**src/rtl/fifo_pkg.sv**
```systemverilog
// Shared FIFO constants and pointer/count width derivation (used by sync and async FIFOs).
package fifo_pkg;

  localparam int DEF_DATA_WIDTH = 8;
  localparam int DEF_ADDR_WIDTH = 4;

  // Pointers carry one extra wrap bit so full and empty can be told apart.
  function automatic int ptr_width(input int addr_width);
    return addr_width + 1;
  endfunction

endpackage

```
**src/rtl/fifo_sync_if.sv**
```systemverilog
// Handshake/status bundle for fifo_sync; err_clr/ovf/udf exist only when SYNC_FIFO_ERR_EN is defined.
interface fifo_sync_if
  import fifo_pkg::*;
#(
  parameter int DATA_WIDTH = DEF_DATA_WIDTH,
  parameter int ADDR_WIDTH = DEF_ADDR_WIDTH
);
  logic                  w_en;
  logic [DATA_WIDTH-1:0] w_data;
  logic                  r_en;
  logic [DATA_WIDTH-1:0] r_data;
  logic                  r_valid;
  logic                  full;
  logic                  empty;
  logic                  almost_full;
  logic                  almost_empty;
  logic [ADDR_WIDTH:0]   count;
`ifdef SYNC_FIFO_ERR_EN
  logic                  err_clr;
  logic                  ovf;
  logic                  udf;

  modport master (output w_en, w_data, r_en, err_clr,
                  input  r_data, r_valid, full, empty, almost_full, almost_empty, count, ovf, udf);
  modport slave  (input  w_en, w_data, r_en, err_clr,
                  output r_data, r_valid, full, empty, almost_full, almost_empty, count, ovf, udf);
`else
  modport master (output w_en, w_data, r_en,
                  input  r_data, r_valid, full, empty, almost_full, almost_empty, count);
  modport slave  (input  w_en, w_data, r_en,
                  output r_data, r_valid, full, empty, almost_full, almost_empty, count);
`endif
endinterface

```
**src/rtl/fifo_memory_sr.sv**
```systemverilog
// Single-clock storage: one write port, one registered read port; the array itself is never reset.
module fifo_memory_sr #(
  parameter int DATA_WIDTH = 8,
  parameter int ADDR_WIDTH = 4
) (
  input  logic                  clk,
  input  logic                  rst_n,
  input  logic                  i_we,
  input  logic [ADDR_WIDTH-1:0] i_waddr,
  input  logic [DATA_WIDTH-1:0] i_wdata,
  input  logic                  i_re,
  input  logic [ADDR_WIDTH-1:0] i_raddr,
  output logic [DATA_WIDTH-1:0] o_rdata
);
  localparam int DEPTH = 1 << ADDR_WIDTH;

  logic [DATA_WIDTH-1:0] r_mem [0:DEPTH-1];
  logic [DATA_WIDTH-1:0] r_rdata;

  always_ff @(posedge clk) begin
    if (i_we) r_mem[i_waddr] <= i_wdata;
  end

  // Only the output register resets; it holds its value between reads.
  always_ff @(posedge clk or negedge rst_n) begin
    if (!rst_n)    r_rdata <= '0;
    else if (i_re) r_rdata <= r_mem[i_raddr];
  end

  assign o_rdata = r_rdata;
endmodule

```
**src/rtl/fifo_sync.sv**
```systemverilog
// Synchronous FIFO with registered flags/count; SYNC_FIFO_ERR_EN adds sticky ovf/udf with err_clr.
module fifo_sync
  import fifo_pkg::*;
#(
  parameter int DATA_WIDTH = DEF_DATA_WIDTH,
  parameter int ADDR_WIDTH = DEF_ADDR_WIDTH,
  parameter int AFULL_LVL  = (1 << ADDR_WIDTH) - 2,
  parameter int AEMPTY_LVL = 2
) (
  input  logic        clk,
  input  logic        rst_n,
  fifo_sync_if.slave  bus
);
  localparam int            PW       = ptr_width(ADDR_WIDTH);
  localparam logic [PW-1:0] PTR_ONE  = {{(PW-1){1'b0}}, 1'b1};
  localparam logic [PW-1:0] AFULL_C  = PW'(AFULL_LVL);
  localparam logic [PW-1:0] AEMPTY_C = PW'(AEMPTY_LVL);

  logic [PW-1:0] r_wr_ptr, r_rd_ptr, r_count;
  logic [PW-1:0] w_wr_nxt, w_rd_nxt, w_cnt_nxt;
  logic          r_full, r_empty, r_afull, r_aempty, r_valid;
  logic          w_wr_acc, w_rd_acc;

  // Gating on the registered flags gives read priority when full and write priority when empty.
  assign w_wr_acc  = bus.w_en & ~r_full;
  assign w_rd_acc  = bus.r_en & ~r_empty;
  assign w_wr_nxt  = w_wr_acc ? r_wr_ptr + PTR_ONE : r_wr_ptr;
  assign w_rd_nxt  = w_rd_acc ? r_rd_ptr + PTR_ONE : r_rd_ptr;
  assign w_cnt_nxt = w_wr_nxt - w_rd_nxt;

  always_ff @(posedge clk or negedge rst_n) begin
    if (!rst_n) begin
      r_wr_ptr <= '0;
      r_rd_ptr <= '0;
      r_count  <= '0;
      r_full   <= 1'b0;
      r_empty  <= 1'b1;
      r_afull  <= 1'b0;
      r_aempty <= 1'b1;
      r_valid  <= 1'b0;
    end else begin
      r_wr_ptr <= w_wr_nxt;
      r_rd_ptr <= w_rd_nxt;
      r_count  <= w_cnt_nxt;
      r_full   <= (w_wr_nxt[PW-1] != w_rd_nxt[PW-1]) &&
                  (w_wr_nxt[PW-2:0] == w_rd_nxt[PW-2:0]);
      r_empty  <= (w_wr_nxt == w_rd_nxt);
      r_afull  <= (w_cnt_nxt >= AFULL_C);
      r_aempty <= (w_cnt_nxt <= AEMPTY_C);
      r_valid  <= w_rd_acc;
    end
  end

  fifo_memory_sr #(
    .DATA_WIDTH (DATA_WIDTH),
    .ADDR_WIDTH (ADDR_WIDTH)
  ) u_mem (
    .clk     (clk),
    .rst_n   (rst_n),
    .i_we    (w_wr_acc),
    .i_waddr (r_wr_ptr[ADDR_WIDTH-1:0]),
    .i_wdata (bus.w_data),
    .i_re    (w_rd_acc),
    .i_raddr (r_rd_ptr[ADDR_WIDTH-1:0]),
    .o_rdata (bus.r_data)
  );

  assign bus.count        = r_count;
  assign bus.full         = r_full;
  assign bus.empty        = r_empty;
  assign bus.almost_full  = r_afull;
  assign bus.almost_empty = r_aempty;
  assign bus.r_valid      = r_valid;

`ifdef SYNC_FIFO_ERR_EN
  logic r_ovf, r_udf;

  // A new error in the same cycle as err_clr keeps the flag set.
  always_ff @(posedge clk or negedge rst_n) begin
    if (!rst_n) begin
      r_ovf <= 1'b0;
      r_udf <= 1'b0;
    end else begin
      r_ovf <= (bus.w_en & r_full)  | (r_ovf & ~bus.err_clr);
      r_udf <= (bus.r_en & r_empty) | (r_udf & ~bus.err_clr);
    end
  end

  assign bus.ovf = r_ovf;
  assign bus.udf = r_udf;
`endif
endmodule
```
**src/flat_wrapper.sv**
```systemverilog
// flat-port wrapper written by rule: the top's interface ports become plain ports
module fifo_sync_flat import fifo_pkg::*;
#(
  parameter int DATA_WIDTH = DEF_DATA_WIDTH,
  parameter int ADDR_WIDTH = DEF_ADDR_WIDTH,
  parameter int AFULL_LVL  = (1 << ADDR_WIDTH) - 2,
  parameter int AEMPTY_LVL = 2
)
  (clk, rst_n, bus_w_en, bus_w_data, bus_r_en, bus_r_data, bus_r_valid, bus_full, bus_empty, bus_almost_full, bus_almost_empty, bus_count);
  fifo_sync_if #(.DATA_WIDTH(DATA_WIDTH), .ADDR_WIDTH(ADDR_WIDTH)) bus_i ();
  input  logic clk;
  input  logic rst_n;
  input wire logic [$bits(bus_i.w_en)-1:0] bus_w_en;
  input wire logic [$bits(bus_i.w_data)-1:0] bus_w_data;
  input wire logic [$bits(bus_i.r_en)-1:0] bus_r_en;
  output wire logic [$bits(bus_i.r_data)-1:0] bus_r_data;
  output wire logic [$bits(bus_i.r_valid)-1:0] bus_r_valid;
  output wire logic [$bits(bus_i.full)-1:0] bus_full;
  output wire logic [$bits(bus_i.empty)-1:0] bus_empty;
  output wire logic [$bits(bus_i.almost_full)-1:0] bus_almost_full;
  output wire logic [$bits(bus_i.almost_empty)-1:0] bus_almost_empty;
  output wire logic [$bits(bus_i.count)-1:0] bus_count;
  assign bus_i.w_en = bus_w_en;
  assign bus_i.w_data = bus_w_data;
  assign bus_i.r_en = bus_r_en;
  assign bus_r_data = bus_i.r_data;
  assign bus_r_valid = bus_i.r_valid;
  assign bus_full = bus_i.full;
  assign bus_empty = bus_i.empty;
  assign bus_almost_full = bus_i.almost_full;
  assign bus_almost_empty = bus_i.almost_empty;
  assign bus_count = bus_i.count;
  fifo_sync #(.DATA_WIDTH(DATA_WIDTH), .ADDR_WIDTH(ADDR_WIDTH), .AFULL_LVL(AFULL_LVL), .AEMPTY_LVL(AEMPTY_LVL)) u_core (.clk(clk), .rst_n(rst_n), .bus(bus_i));
endmodule
```
**config.mk**
```make
export PLATFORM = sky130hd
export DESIGN_NAME = fifo_sync_flat
export DESIGN_NICKNAME = d
export VERILOG_FILES = /design/src/rtl/fifo_pkg.sv /design/src/rtl/fifo_sync_if.sv /design/src/rtl/fifo_memory_sr.sv /design/src/rtl/fifo_sync.sv /design/src/flat_wrapper.sv
export SDC_FILE = /design/constraint.sdc
export NUM_CORES = 1
export LEC_CHECK = 0
export BUFFER_PORTS_ARGS = -buffer_cell sky130_fd_sc_hd__clkbuf_2
export CAP_MARGIN = 40
export CORE_MARGIN = 2
export CORE_UTILIZATION = 45
export DETAILED_ROUTE_END_ITERATION = 6
export PLACE_DENSITY = 0.65
export SLEW_MARGIN = 10
export SYNTH_ARGS = -nofsm -noshare
export SYNTH_HDL_FRONTEND = slang
export SYNTH_SLANG_ARGS = --single-unit
```
**constraint.sdc**
```tcl
create_clock -name clk -period 4.1 [get_ports clk]
set_clock_uncertainty 0.1 [all_clocks]
set_input_delay 0.82 -clock clk [delete_from_list [all_inputs] [get_ports clk]]
set_output_delay 0.82 -clock clk [all_outputs]
set_load 0.01 [all_outputs]
```
== Word-level counts from Yosys, hierarchy flattened ==
Memories as Yosys holds them, arrays and structs flattened. A register that Yosys moved wholly into a read port is not among the register bits.
Index checks and enable logic that the tools add are counted.

* Add/subtract/negate cells: 3
* Order comparisons: 2
* Eq/ne operators: 3
* Multiplexer cells: 4
* Bitwise operators: 4
* Reduce and logical (&&, ||, !) cells: 2

{| class="wikitable"
|+ Operators by type and width
! kind !! count
|-
| adder 5 x 1 -> 5 bit (second input constant) || 2
|-
| two-way mux 5 bit || 2
|-
| equality test 5 bit || 1
|-
| greater-or-equal comparator 5 x 4 -> 1 bit (second input constant) || 1
|-
| <= comparator 5 x 2 -> 1 bit (second input constant) || 1
|-
| subtractor 5 bit || 1
|-
| equality test 4 bit || 1
|-
| bitwise AND 1 bit || 2
|-
| two-way mux 1 bit || 2
|-
| inverter 1 bit || 2
|-
| logical AND 1 bit || 1
|-
| logical NOT 1 bit || 1
|-
| != test 1 bit || 1
|}

* Flip-flop bits (word level): 20
* RAM bits: 128
* Input bits: 12
* Output and inout port bits: 18
* Word-level logic and storage cells: 27
* Memories kept: 1

{| class="wikitable"
|+ Memory list
! memory !! words !! bits a word !! rd ports !! clocked after memory_dff !! wr ports !! line !! text
|-
| u_core.u_mem.r_mem || 16 || 8 || 1 || 1 || 1 || fifo_memory_sr.sv:17 || <nowiki>logic [DATA_WIDTH-1:0] r_mem [0:DEPTH-1];</nowiki>
|}

== Depth between registers and ports, before layout ==
Gate-level depths: netlist of the first run.

* Depth after elaboration: 5
* Gate-level depth with buffers: 10
* Gate-level depth less buffers: 9

== Modules after synthesis ==
Synthesis of the first run repeated with hierarchy kept, for this count alone.

* Cells, all modules: 317
* Area, all modules: 6,341.1 um^2

{| class="wikitable"
|+ Modules (own cells, without submodules)
! module !! instances !! cells each !! area each (um^2) !! sequential area each (um^2)
|-
| fifo_memory_sr || 1 || 240 || 5,331.4 || 4,043.9
|-
| fifo_sync || 1 || 77 || 1,009.7 || 503.0
|}

== Worst setup path before layout of the first run ==
Ideal clock, no wire load.

* Path kind: in2reg
* From: input port bus_r_en
* To: register u_core.r_aempty (netlist: u_core.bus.almost_empty)
* Setup time: 105 ps
* Arrival time: 2,881 ps
* Required time: 3,895 ps
* Path slack: 1,014 ps
* Stages on the path: 10
* Buffers on the path: 2
* Cells stage by stage: nand2b_1 -> buf_2 -> clkbuf_1 -> xnor2_1 -> ha_1 -> fa_1 -> nor3b_1 -> a311oi_2 -> xnor2_1 -> a2111oi_2

* Word-level cells in the longest chain between the ends: 4

{| class="wikitable"
|+ Ends and longest elaborated chain
! what !! line !! text
|-
| start, declared || flat_wrapper.sv:15 || <nowiki>input wire logic [$bits(bus_i.r_en)-1:0] bus_r_en;</nowiki>
|-
| bitwise AND 1 bit || fifo_sync.sv:26 || <nowiki>assign w_rd_acc = bus.r_en & ~r_empty;</nowiki>
|-
| two-way mux 5 bit || fifo_sync.sv:28 || <nowiki>assign w_rd_nxt = w_rd_acc ? r_rd_ptr + PTR_ONE : r_rd_ptr;</nowiki>
|-
| net u_core.w_rd_nxt[0] || fifo_sync.sv:20 || <nowiki>logic [PW-1:0] w_wr_nxt, w_rd_nxt, w_cnt_nxt;</nowiki>
|-
| subtractor 5 bit || fifo_sync.sv:29 || <nowiki>assign w_cnt_nxt = w_wr_nxt - w_rd_nxt;</nowiki>
|-
| net u_core.w_cnt_nxt[4] || fifo_sync.sv:20 ||
|-
| <= comparator 5 x 2 -> 1 bit || fifo_sync.sv:49 || <nowiki>r_aempty <= (w_cnt_nxt <= AEMPTY_C);</nowiki>
|-
| end signal, assigned || fifo_sync.sv:49 ||
|-
| end, declared || fifo_sync.sv:21 || <nowiki>logic r_full, r_empty, r_afull, r_aempty, r_valid;</nowiki>
|}

The timed path passes the listed nets, and every way through them passes these cells.

== Worst setup path in the final report of the first run ==
* From: register u_core.r_empty (netlist: u_core.bus.empty)
* To: register u_core.r_aempty (netlist: u_core.bus.almost_empty)

* Word-level cells in the longest chain between the ends: 5

{| class="wikitable"
|+ Ends and longest elaborated chain
! what !! line !! text
|-
| start, declared || fifo_sync.sv:21 ||
|-
| start signal, assigned || fifo_sync.sv:47 || <nowiki>r_empty <= (w_wr_nxt == w_rd_nxt);</nowiki>
|-
| inverter 1 bit || fifo_sync.sv:26 ||
|-
| bitwise AND 1 bit || fifo_sync.sv:26 ||
|-
| net u_core.u_mem.i_re || fifo_memory_sr.sv:11 || <nowiki>input logic i_re,</nowiki>
|-
| two-way mux 5 bit || fifo_sync.sv:28 ||
|-
| subtractor 5 bit || fifo_sync.sv:29 ||
|-
| net u_core.w_cnt_nxt[4] || fifo_sync.sv:20 ||
|-
| <= comparator 5 x 2 -> 1 bit || fifo_sync.sv:49 ||
|}

The timed path passes the listed nets, and every way through them passes these cells.

==> impl_metrics.json, run 1 <==
{
  "start_kind": "flip-flop",
  "crit_fanout": 19,
  "start_util": 0.454,
  "grt.total_usage": 0.175,
  "clockBufferDepth": 2,
  "grt_pass1_wl_mm": 18.1,
  "setup_viol": 0,
  "power_per_cell_area_mw_per_mm2": 790,
  "wirelength_mm": 11.7,
  "routabilityCongestion": 0.761,
  "max-vdd-ir-drop_mv": 0.398,
  "dpl.hpwl_mm": 7.50,
  "synth-edff-count": 128,
  "place_area_sq_mm": 0.00656,
  "max-cap-violations": 0,
  "cts_root_buf": "clkbuf_16",
  "numCtsBuffers": 17,
  "cp-end-kind": "flip-flop",
  "rows": 43,
  "worst_slew_pin_slew_ns": 0.793,
  "grt_overflow_total": 0,
  "area_growth_syn_to_layout_pct": 14.7,
  "pin_count": 30,
  "yosys_warnings": 0,
  "outcome": "finished, final reports clean",
  "async_reset_ff_frac": 0.179,
  "clk_pin_slew_ns": 0.06,
  "grt_pass1_vias": 3074,
  "power.leakage_uw": 0.00253,
  "antennaDiodeCount": 0,
  "r2r_slack_ns": 0.98,
  "rsz0062_at_grt": "false",
  "synth-seq-cells": 156,
  "cts_tree": "done",
  "whs_ns": 0.333,
  "hold_viol": 0,
  "viasPerCell": 5.32,
  "arrival_ns": 3.33,
  "synthCells": 317,
  "ctsHoldBuffers": 0,
  "stdcell_area_sq_mm": 0.00715,
  "cts.sinks": 156,
  "required_ns": 4.32,
  "slew_viol_final": 0,
  "final_cell_mix": "128 x edfxtp_1, 32 x mux4_2, 29 x clkbuf_2",
  "fmax_mhz": 321,
  "grt_max_degree": 34,
  "htree_levels": 4,
  "drt_pass1_iterations": 4,
  "reg2reg_depth": 9,
  "die_x_um": 122,
  "timing.rr.start": "u_core.bus.empty",
  "ys_types": 41,
  "fin_crit_ns": 3.12,
  "final_common_cell": "edfxtp_1",
  "finalNetCount": 374,
  "syn_area_per_cell_sq_um": 19.7,
  "antenna_found_initial": 0,
  "syn_nets": 338,
  "max_stage_delay_ns": 0.53,
  "die_area_sq_mm": 0.0148,
  "maxSlewHeadroom": 0.471,
  "reg2reg_to": "u_core.bus.almost_empty",
  "synth_area_sq_mm": 0.00623,
  "fin_setup_tns_ns": 0,
  "crit_slowest_cell": "dfstp_2",
  "vias": 2907,
  "place.port_buffers": 29,
  "synth_flop_cell": "edfxtp_1",
  "core-area_sq_mm": 0.0137,
  "cp-startpoint": "u_core.bus.empty",
  "hold_class": "in2async",
  "setup.worst_path.class": "reg2reg",
  "setup_slack_ns": 0.985,
  "drive_gt1_frac": 0.298,
  "synth_seq_area_share": 0.729,
  "pre_cts_ws_ns": 0.638,
  "finalCritPeriodShare": 0.760,
  "cts_setup_buffers": 0,
  "path_cells": "nand2b_1 > inv_2 > and4_1 > xnor2_1 > ha_1 > nor3b_1 > a311oi_2 > xnor2_1 > a2111oi_2",
  "clk_latency_ns": 0.42,
  "drcViolationCount": 0,
  "ant_nets": 0,
  "drtIter0Drc": 214,
  "wire_per_inst_um": 21.4,
  "cts_resized": 0,
  "die_y_um": 122,
  "crit_top_cell": "xnor2_1"
}
## per-layer routing
| metal | share of wire | GRT usage | up-vias | wire length (um) |
|---|---|---|---|---|
| li1 | - | - | 1315 | - |
| met1 | 0.45 | 0.248 | 1506 | 5250 |
| met2 | 0.48 | 0.259 | 74 | 5620 |
| met3 | 0.054 | 0.0538 | 12 | 633 |
| met4 | 0.014 | 0.0647 | 0 | 158 |
| met5 | 0 | 0 | - | 0 |
## registers in the layout, indices dropped and copies added (netlist names)
register                 flops
u_core.bus.r_valid           1
u_core.bus.empty             1
u_core.bus.almost_empty      1
u_core.u_mem.r_mem         128
u_core.bus.almost_full       1
u_core.u_mem.o_rdata         8
u_core.bus.full              1
u_core.r_wr_ptr              5
u_core.bus.count             5
u_core.r_rd_ptr              5
## worst max-delay path, delay by kind of cell, from the launching register on
kind	cells	cell delay, ns
fa+ha+maj	1	0.32
buf+inv	1	0.13
flops	1	0.53
xor+xnor	2	0.35
simple gates	3	0.94
compound gates	2	0.64
## how the worst max path moves through the flow
stage / to / slack (ns)
5_1_grt: u_core.bus.almost_empty / 0.72
6_report: u_core.bus.almost_empty / 0.98
3_3_place_gp: u_core.bus.almost_empty / 0.76
3_5_place_dp: u_core.bus.almost_empty / 0.64
4_1_cts: u_core.bus.almost_empty / 0.96
2_1_floorplan: u_core.bus.almost_empty / 1.01
## metrics by stage
step / total power, uW / utilization / std cells
floorplan: 3600 / - / 317
global placement: 4100 / 0.478 / 514
detailed placement: 4130 / 0.478 / 514
CTS: 5710 / 0.521 / 546
global route: 5970 / 0.521 / 546
finish: 5650 / 0.521 / 546
## cell usage after synthesis, types with 3 or more instances
master    number  area [sq um]
xnor2_1        7          61.3
mux4_2        32           721
inv_1         17          63.8
xor2_2         3          48.8
o21ai_0        8          40.0
a22o_1         8          70.1
buf_1          4          15.0
buf_2          5          25.0
nand2_1        9          33.8
clkbuf_1       3          11.3
ha_1           8           100
nor2_1         3          11.3
edfxtp_1     128          3840
nor3b_1        3          22.5
and2_1        13          81.3
and2_2         3          22.5
a221oi_1       8          70.1
dfrtp_1       26           651
## cell families (layout without fill, tap and decap cells)
group | after synthesis | count (layout) | synth area share
AO/OA/AOI/OAI | 28 | 28 | 0.0359
XOR/XNOR | 13 | 13 | 0.0279
adder cells (fa/ha/maj) | 10 | 10 | 0.0209
AND/OR/NAND/NOR | 44 | 44 | 0.0456
multiplexers | 34 | 34 | 0.119
buffers and inverters | 32 | 81 | 0.0215
flip-flops | 156 | 156 | 0.729
## layout make-up
cell class	instances	area [sq um]
inverters	18	67.6
clock inverters	9	118
repair buffers	31	160
multi-input cells	129	1550
fillers	1094	6570
well taps	180	225
clock buffers	23	478
flip-flops and latches	156	4550
## power breakdown
| part | total, uW | internal (uW) | switching [uW] |
|---|---|---|---|
| Clock | 1580 | 997 | 579 |
| Combinational | 1880 | 830 | 1050 |
| Sequential | 2190 | 2020 | 177 |
| Total | 5650 | 3840 | 1810 |
Note: power is estimated with default switching activity, not from simulation.
==> run 2: changes to the inputs <==
--- a/config.mk
+++ b/config.mk
@@ -5,12 +5,13 @@
 export SDC_FILE = /design/constraint.sdc
 export NUM_CORES = 1
 export LEC_CHECK = 0
+export ABC_AREA = 1
 export BUFFER_PORTS_ARGS = -buffer_cell sky130_fd_sc_hd__clkbuf_2
 export CAP_MARGIN = 40
 export CORE_MARGIN = 2
 export CORE_UTILIZATION = 45
 export DETAILED_ROUTE_END_ITERATION = 6
-export PLACE_DENSITY = 0.65
+export PLACE_DENSITY = 0.67
 export SLEW_MARGIN = 10
 export SYNTH_ARGS = -nofsm -noshare
 export SYNTH_HDL_FRONTEND = slang
==> constraint.sdc (replaced) <==
create_clock -name clk -period 2.85 [get_ports clk]
set_clock_uncertainty 0.1 [all_clocks]
set_input_delay 0.57 -clock clk [delete_from_list [all_inputs] [get_ports clk]]
set_output_delay 0.57 -clock clk [all_outputs]
set_load 0.01 [all_outputs]
==> impl_metrics.json, run 2 <==
{
  "cts_resized": 0,
  "die_y_um": 125,
  "antennaDiodeCount": 0,
  "cts.sinks": 156,
  "yosys_warnings": 0,
  "htree_levels": 4,
  "cts_tree": "done",
  "finalNetCount": 620,
  "vias": 4191,
  "synth-edff-count": 128,
  "area_growth_syn_to_layout_pct": 15.2,
  "cp-end-kind": "flip-flop",
  "place.port_buffers": 29,
  "wire_per_inst_um": 17.8,
  "ctsHoldBuffers": 0,
  "wl_met1_mm": 6.00,
  "worst_slew_pin_slew_ns": 0.827,
  "pre_cts_ws_ns": 0.345,
  "ys_types": 30,
  "synth.most_common_cell": "edfxtp_1",
  "rsz0062_at_grt": "false",
  "netlist_top_cells_area": "edfxtp_1 58%, dfrtp_1 9.9%, nand2_1 6.9%",
  "max-cap-violations": 0,
  "power.share.combinational": 0.378,
  "synth_flop_cell": "edfxtp_1",
  "hold_class": "in2async",
  "synth_seq_area_share": 0.692,
  "regMostFlops": "u_core.u_mem.r_mem",
  "grt_overflow_total": 0,
  "multiInputGateArea_sq_mm": 0.00181,
  "setup.worst_path.class": "reg2reg",
  "drt_pass1_iterations": 5,
  "synth-seq-cells": 156,
  "wl_met2_mm": 7.12,
  "final_common_cell": "edfxtp_1",
  "clockBufferDepth": 2,
  "cellInternalPower_uw": 5350,
  "arrival_ns": 2.62,
  "drive_gt1_frac": 0.186,
  "routed-wl-met3_um": 794,
  "power_per_cell_area_mw_per_mm2": 1150,
  "slew_viol_final": 0,
  "reg2reg_depth": 12,
  "yosys-top-cells-count": "128 x edfxtp_1, 120 x nand2_1, 68 x nor2_1",
  "maxSlewHeadroom": 0.447,
  "outcome": "finished, final reports clean",
  "synth.top_cell.area_share": 0.585,
  "drtIter0Drc": 364,
  "ant_nets": 0,
  "seq_power_share": 0.359,
  "wirelength_mm": 14.1,
  "die_x_um": 125,
  "die_area_sq_mm": 0.0156,
  "routabilityCongestion": 0.965,
  "n_fill_cell": 1244,
  "grt.total_usage": 0.190,
  "yosysTopAreaCell": "edfxtp_1",
  "largest_reg_flops": 128,
  "regArea_sq_mm": 0.00455,
  "pin_count": 30,
  "setup_slack_ns": 0.440,
  "antenna_found_initial": 0,
  "share_clk_of_total_power": 0.263,
  "clk_latency_ns": 0.42,
  "swShare": 0.387,
  "grt_max_degree": 65,
  "synth_area_sq_mm": 0.00657,
  "async_reset_ff_frac": 0.179,
  "syn_area_per_cell_sq_um": 11.8,
  "fmax_mhz": 415,
  "syn_nets": 578,
  "cts_root_buf": "clkbuf_16",
  "crit_fanout": 4,
  "fin_crit_ns": 2.41,
  "grt_pass1_vias": 4101,
  "core-area_sq_mm": 0.0144,
  "power.leakage_uw": 0.00296,
  "hold_viol": 0,
  "grt_pass1_wl_mm": 22.5,
  "viasPerCell": 5.27,
  "drcViolationCount": 0,
  "finalCritPeriodShare": 0.846,
  "start_util": 0.456,
  "fin_setup_tns_ns": 0,
  "start_kind": "flip-flop",
  "synthCells": 557,
  "setup_viol": 0,
  "required_ns": 3.06,
  "p_switching_uw": 3390,
  "numCtsBuffers": 17,
  "dpl.hpwl_mm": 9.05,
  "rows": 44,
  "final_cell_mix": "128 x edfxtp_1, 120 x nand2_1, 68 x nor2_1",
  "cts_setup_buffers": 0,
  "max-vdd-ir-drop_mv": 0.515,
  "clk_pin_slew_ns": 0.06,
  "top_layer": "met4"
}
==> run 2: stage by stage <==
step	total power (uW)	area (sq um)	hold slack, ns	utilization	std cells
2_1_floorplan	5480	6570	0.174	-	557
3_5_place_dp	6450	6960	0.409	0.482	764
3_3_place_gp	6350	6960	0.408	0.482	764
5_1_grt	9310	7570	0.147	0.525	796
6_report	8740	7570	0.108	0.525	796
4_1_cts	8760	7570	0.110	0.525	796
==> run 2: cell families after synthesis <==
family | Yosys count | synth area share
compound gates | 86 | 0.0704
flops | 156 | 0.692
buf+inv | 50 | 0.0331
simple gates | 236 | 0.157
xor+xnor | 4 | 0.00533
mux | 16 | 0.0244
fa+ha+maj | 9 | 0.0183
==> run 2: worst paths after layout <==
| kind | from | endpoint | slack, ns |
|---|---|---|---|
| worst min register to register | u_core.u_mem.o_rdata[6] | u_core.u_mem.o_rdata[6] | 0.42 |
| worst max register to register | u_core.r_wr_ptr[0] | u_core.bus.almost_full | 0.44 |
| max in group asynchronous | rst_n | u_core.r_rd_ptr[0] | 2.02 |
| worst max-delay path | u_core.r_wr_ptr[0] | u_core.bus.almost_full | 0.44 |
| min in group clk | bus_r_en | u_core.r_rd_ptr[2] | 0.41 |
| worst min-delay path | rst_n | u_core.bus.almost_full | 0.11 |
==> run 2: power by group through the flow <==
stage | sequential (uW) | combinational (uW) | clock (uW)
final | 3140 | 3300 | 2300
after global routing | 3170 | 3690 | 2440
after CTS | 3140 | 3290 | 2340
after detailed placement | 3180 | 3270 | 0
after global placement | 3160 | 3190 | 0
after floorplan | 3140 | 2340 | 0
==> run 2: critical path, stage by stage (launching register included) <==
cell	delay (ns)
dfrtp_1	0.40
inv_1	0.11
ha_1	0.29
inv_1	0.03
o21ai_0	0.31
inv_1	0.11
fa_1	0.44
inv_1	0.13
nand3_1	0.09
nand2_1	0.10
nand3_1	0.08
nand2_1	0.06
nand2_1	0.05
==> run 2: metal layers <==
metal  GRT usage  vias up
li1            -     2021
met1       0.252     2011
met2       0.312      139
met3      0.0344       20
met4      0.0745        0
met5           0        -
==> run 2: area by class of cell <==
| class | count | share of cell area |
|---|---|---|
| repair buffers | 45 | 0.0350 |
| well taps | 184 | 0.0304 |
| flip-flops and latches | 156 | 0.601 |
| clock inverters | 15 | 0.0245 |
| inverters | 28 | 0.0142 |
| multi-input cells | 351 | 0.239 |
| clock buffers | 17 | 0.0562 |
==> run 3: changes to the inputs <==
==> constraint.sdc (replaced) <==
create_clock -name clk -period 2.21 [get_ports clk]
set_clock_uncertainty 0.1 [all_clocks]
set_input_delay 0.442 -clock clk [delete_from_list [all_inputs] [get_ports clk]]
set_output_delay 0.442 -clock clk [all_outputs]
set_load 0.01 [all_outputs]
==> impl_metrics.json, run 3 (same netlist as run 2, synthesis figures left out) <==
{
  "cts_tree": "done",
  "final_cell_mix": "128 x edfxtp_1, 120 x nand2_1, 68 x nor2_1",
  "required_ns": 2.46,
  "fin_setup_tns_ns": 0,
  "outcome": "finished, final reports clean",
  "cp-end-kind": "flip-flop",
  "whs_ns": 0.321,
  "area_growth_syn_to_layout_pct": 18.8,
  "vias": 4418,
  "start_kind": "flip-flop",
  "setup.worst_path.class": "reg2reg",
  "start_util": 0.456,
  "path_cells": "buf_6 > inv_2 > nor3_2 > xor2_1 > inv_2 > ha_2 > inv_1 > nor2_1 > nand3_1 > nor2_1",
  "grt.total_usage": 0.193,
  "crit_slowest_cell": "dfrtp_2",
  "core-area_sq_mm": 0.0144,
  "pin_count": 30,
  "arrival_ns": 2.35,
  "viasPerCell": 5.34,
  "finalPower_uw": 11500,
  "max-cap-violations": 0,
  "worst_path_dominant_cell_family": "simple AND/OR/NAND/NOR gates",
  "clk_latency_ns": 0.43,
  "endpoint": "u_core.bus.full",
  "cts_root_buf": "clkbuf_16",
  "die_x_um": 125,
  "power.leakage_uw": 0.00310,
  "path_depth": 10,
  "setup_viol": 0,
  "power_per_cell_area_mw_per_mm2": 1480,
  "cellInternalPower_uw": 7120,
  "stdcell_area_sq_mm": 0.00781,
  "r2r_slack_ns": 0.10,
  "numCtsBuffers": 17,
  "slew_viol_final": 0,
  "worst-path-buf-inv": 4,
  "timing.rr.start": "u_core.r_rd_ptr[0]",
  "antenna_found_initial": 0,
  "drcViolationCount": 0,
  "clockBufferDepth": 2,
  "cts.sinks": 156,
  "dpl.hpwl_mm": 9.49,
  "hold_class": "in2async",
  "grt_max_degree": 49,
  "finalNetCount": 651,
  "hold_viol": 0,
  "drtIter0Drc": 422,
  "share_clk_of_total_power": 0.249,
  "seq_power_share": 0.341,
  "power.share.combinational": 0.410,
  "max-vdd-ir-drop_mv": 0.752,
  "wire_per_inst_um": 17.7,
  "die_area_sq_mm": 0.0156,
  "routabilityCongestion": 0.800,
  "cp-startpoint": "u_core.r_rd_ptr[0]",
  "worst_slew_pin_slew_ns": 0.500,
  "grt_overflow_total": 0,
  "fin_crit_ns": 2.11,
  "clk_pin_slew_ns": 0.06,
  "final_common_cell": "edfxtp_1",
  "fmax_mhz": 475,
  "reg2reg_depth": 10,
  "rows": 44,
  "place_area_sq_mm": 0.00717,
  "drive_gt1_frac": 0.232,
  "wirelength_mm": 14.6,
  "grt_pass1_wl_mm": 22.9,
  "grt_pass1_vias": 4359,
  "htree_levels": 4,
  "dp.cells": 792,
  "ant_nets": 0,
  "p_switching_uw": 4410,
  "antennaDiodeCount": 0,
  "drt_pass1_iterations": 5,
  "place.port_buffers": 29,
  "max_stage_delay_ns": 0.37,
  "stdcell_count": 827,
  "die_y_um": 125,
  "regMostFlops": "u_core.u_mem.r_mem",
  "largest_reg_flops": 128,
  "finalCritPeriodShare": 0.953,
  "crit_fanout": 15,
  "maxSlewHeadroom": 0.666,
  "swShare": 0.383,
  "reg2reg_to": "u_core.bus.full"
}
-- run 3: worst min-delay path by stage --
| stage | from | to | depth (start not counted) | slack [ns] |
|---|---|---|---|---|
| 2_1_floorplan | rst_n | u_core.bus.almost_full | 0 | 0.05 |
| 5_1_grt | bus_r_en | u_core.r_rd_ptr[0] | 4 | 0.33 |
| 3_5_place_dp | rst_n | u_core.bus.almost_full | 1 | 0.23 |
| 6_report | rst_n | u_core.bus.count[0] | 2 | 0.32 |
| 4_1_cts | rst_n | u_core.bus.count[1] | 2 | 0.32 |
| 3_3_place_gp | rst_n | u_core.bus.almost_full | 1 | 0.23 |
-- run 3: area by class of cell --
cell class                 instances  area, sq um
multi-input combinational        351         1830
fill                            1210         6620
clock inverter                    12          136
tap                              184          230
timing repair buffer              76          512
clock buffer                      20          447
sequential                       156         4550
inverter                          28          108
-- run 3: repair_timing --
| action | CTS | global route |
|---|---|---|
| buffers inserted | 0 | 2 |
| hold buffers | 1 | 0 |
| hold endpoints to repair | 8 | 0 |
| endpoints found under the setup margin | 0 | 7 |
| resized for setup | 0 | 11 |
-- run 3: routing by layer --
metal / GRT usage / part of all wire / routed length, um / vias to the layer above
li1: - / - / - / 2075
met1: 0.249 / 0.43 / 6300 / 2185
met2: 0.313 / 0.50 / 7300 / 134
met3: 0.0425 / 0.048 / 704 / 24
met4: 0.0915 / 0.020 / 297 / 0
met5: 0 / 0 / 0 / -
-- run 3: metrics by stage --
step                       util  setup slack (ns)
after floorplan               -           0.00875
after global placement    0.497           -0.0357
after detailed placement  0.497           -0.0644
after CTS                 0.538           0.00648
after global routing      0.541           -0.0108
final                     0.541             0.104
-- run 3: power groups by stage --
stage               registers (uW)  clock network [uW]  logic (uW)
floorplan                     4040                   0        3020
global placement              3970                   0        4480
detailed placement            3990                   0        4570
CTS                           3930                2890        4600
global route                  3980                3030        5280
finish                        3930                2870        4730
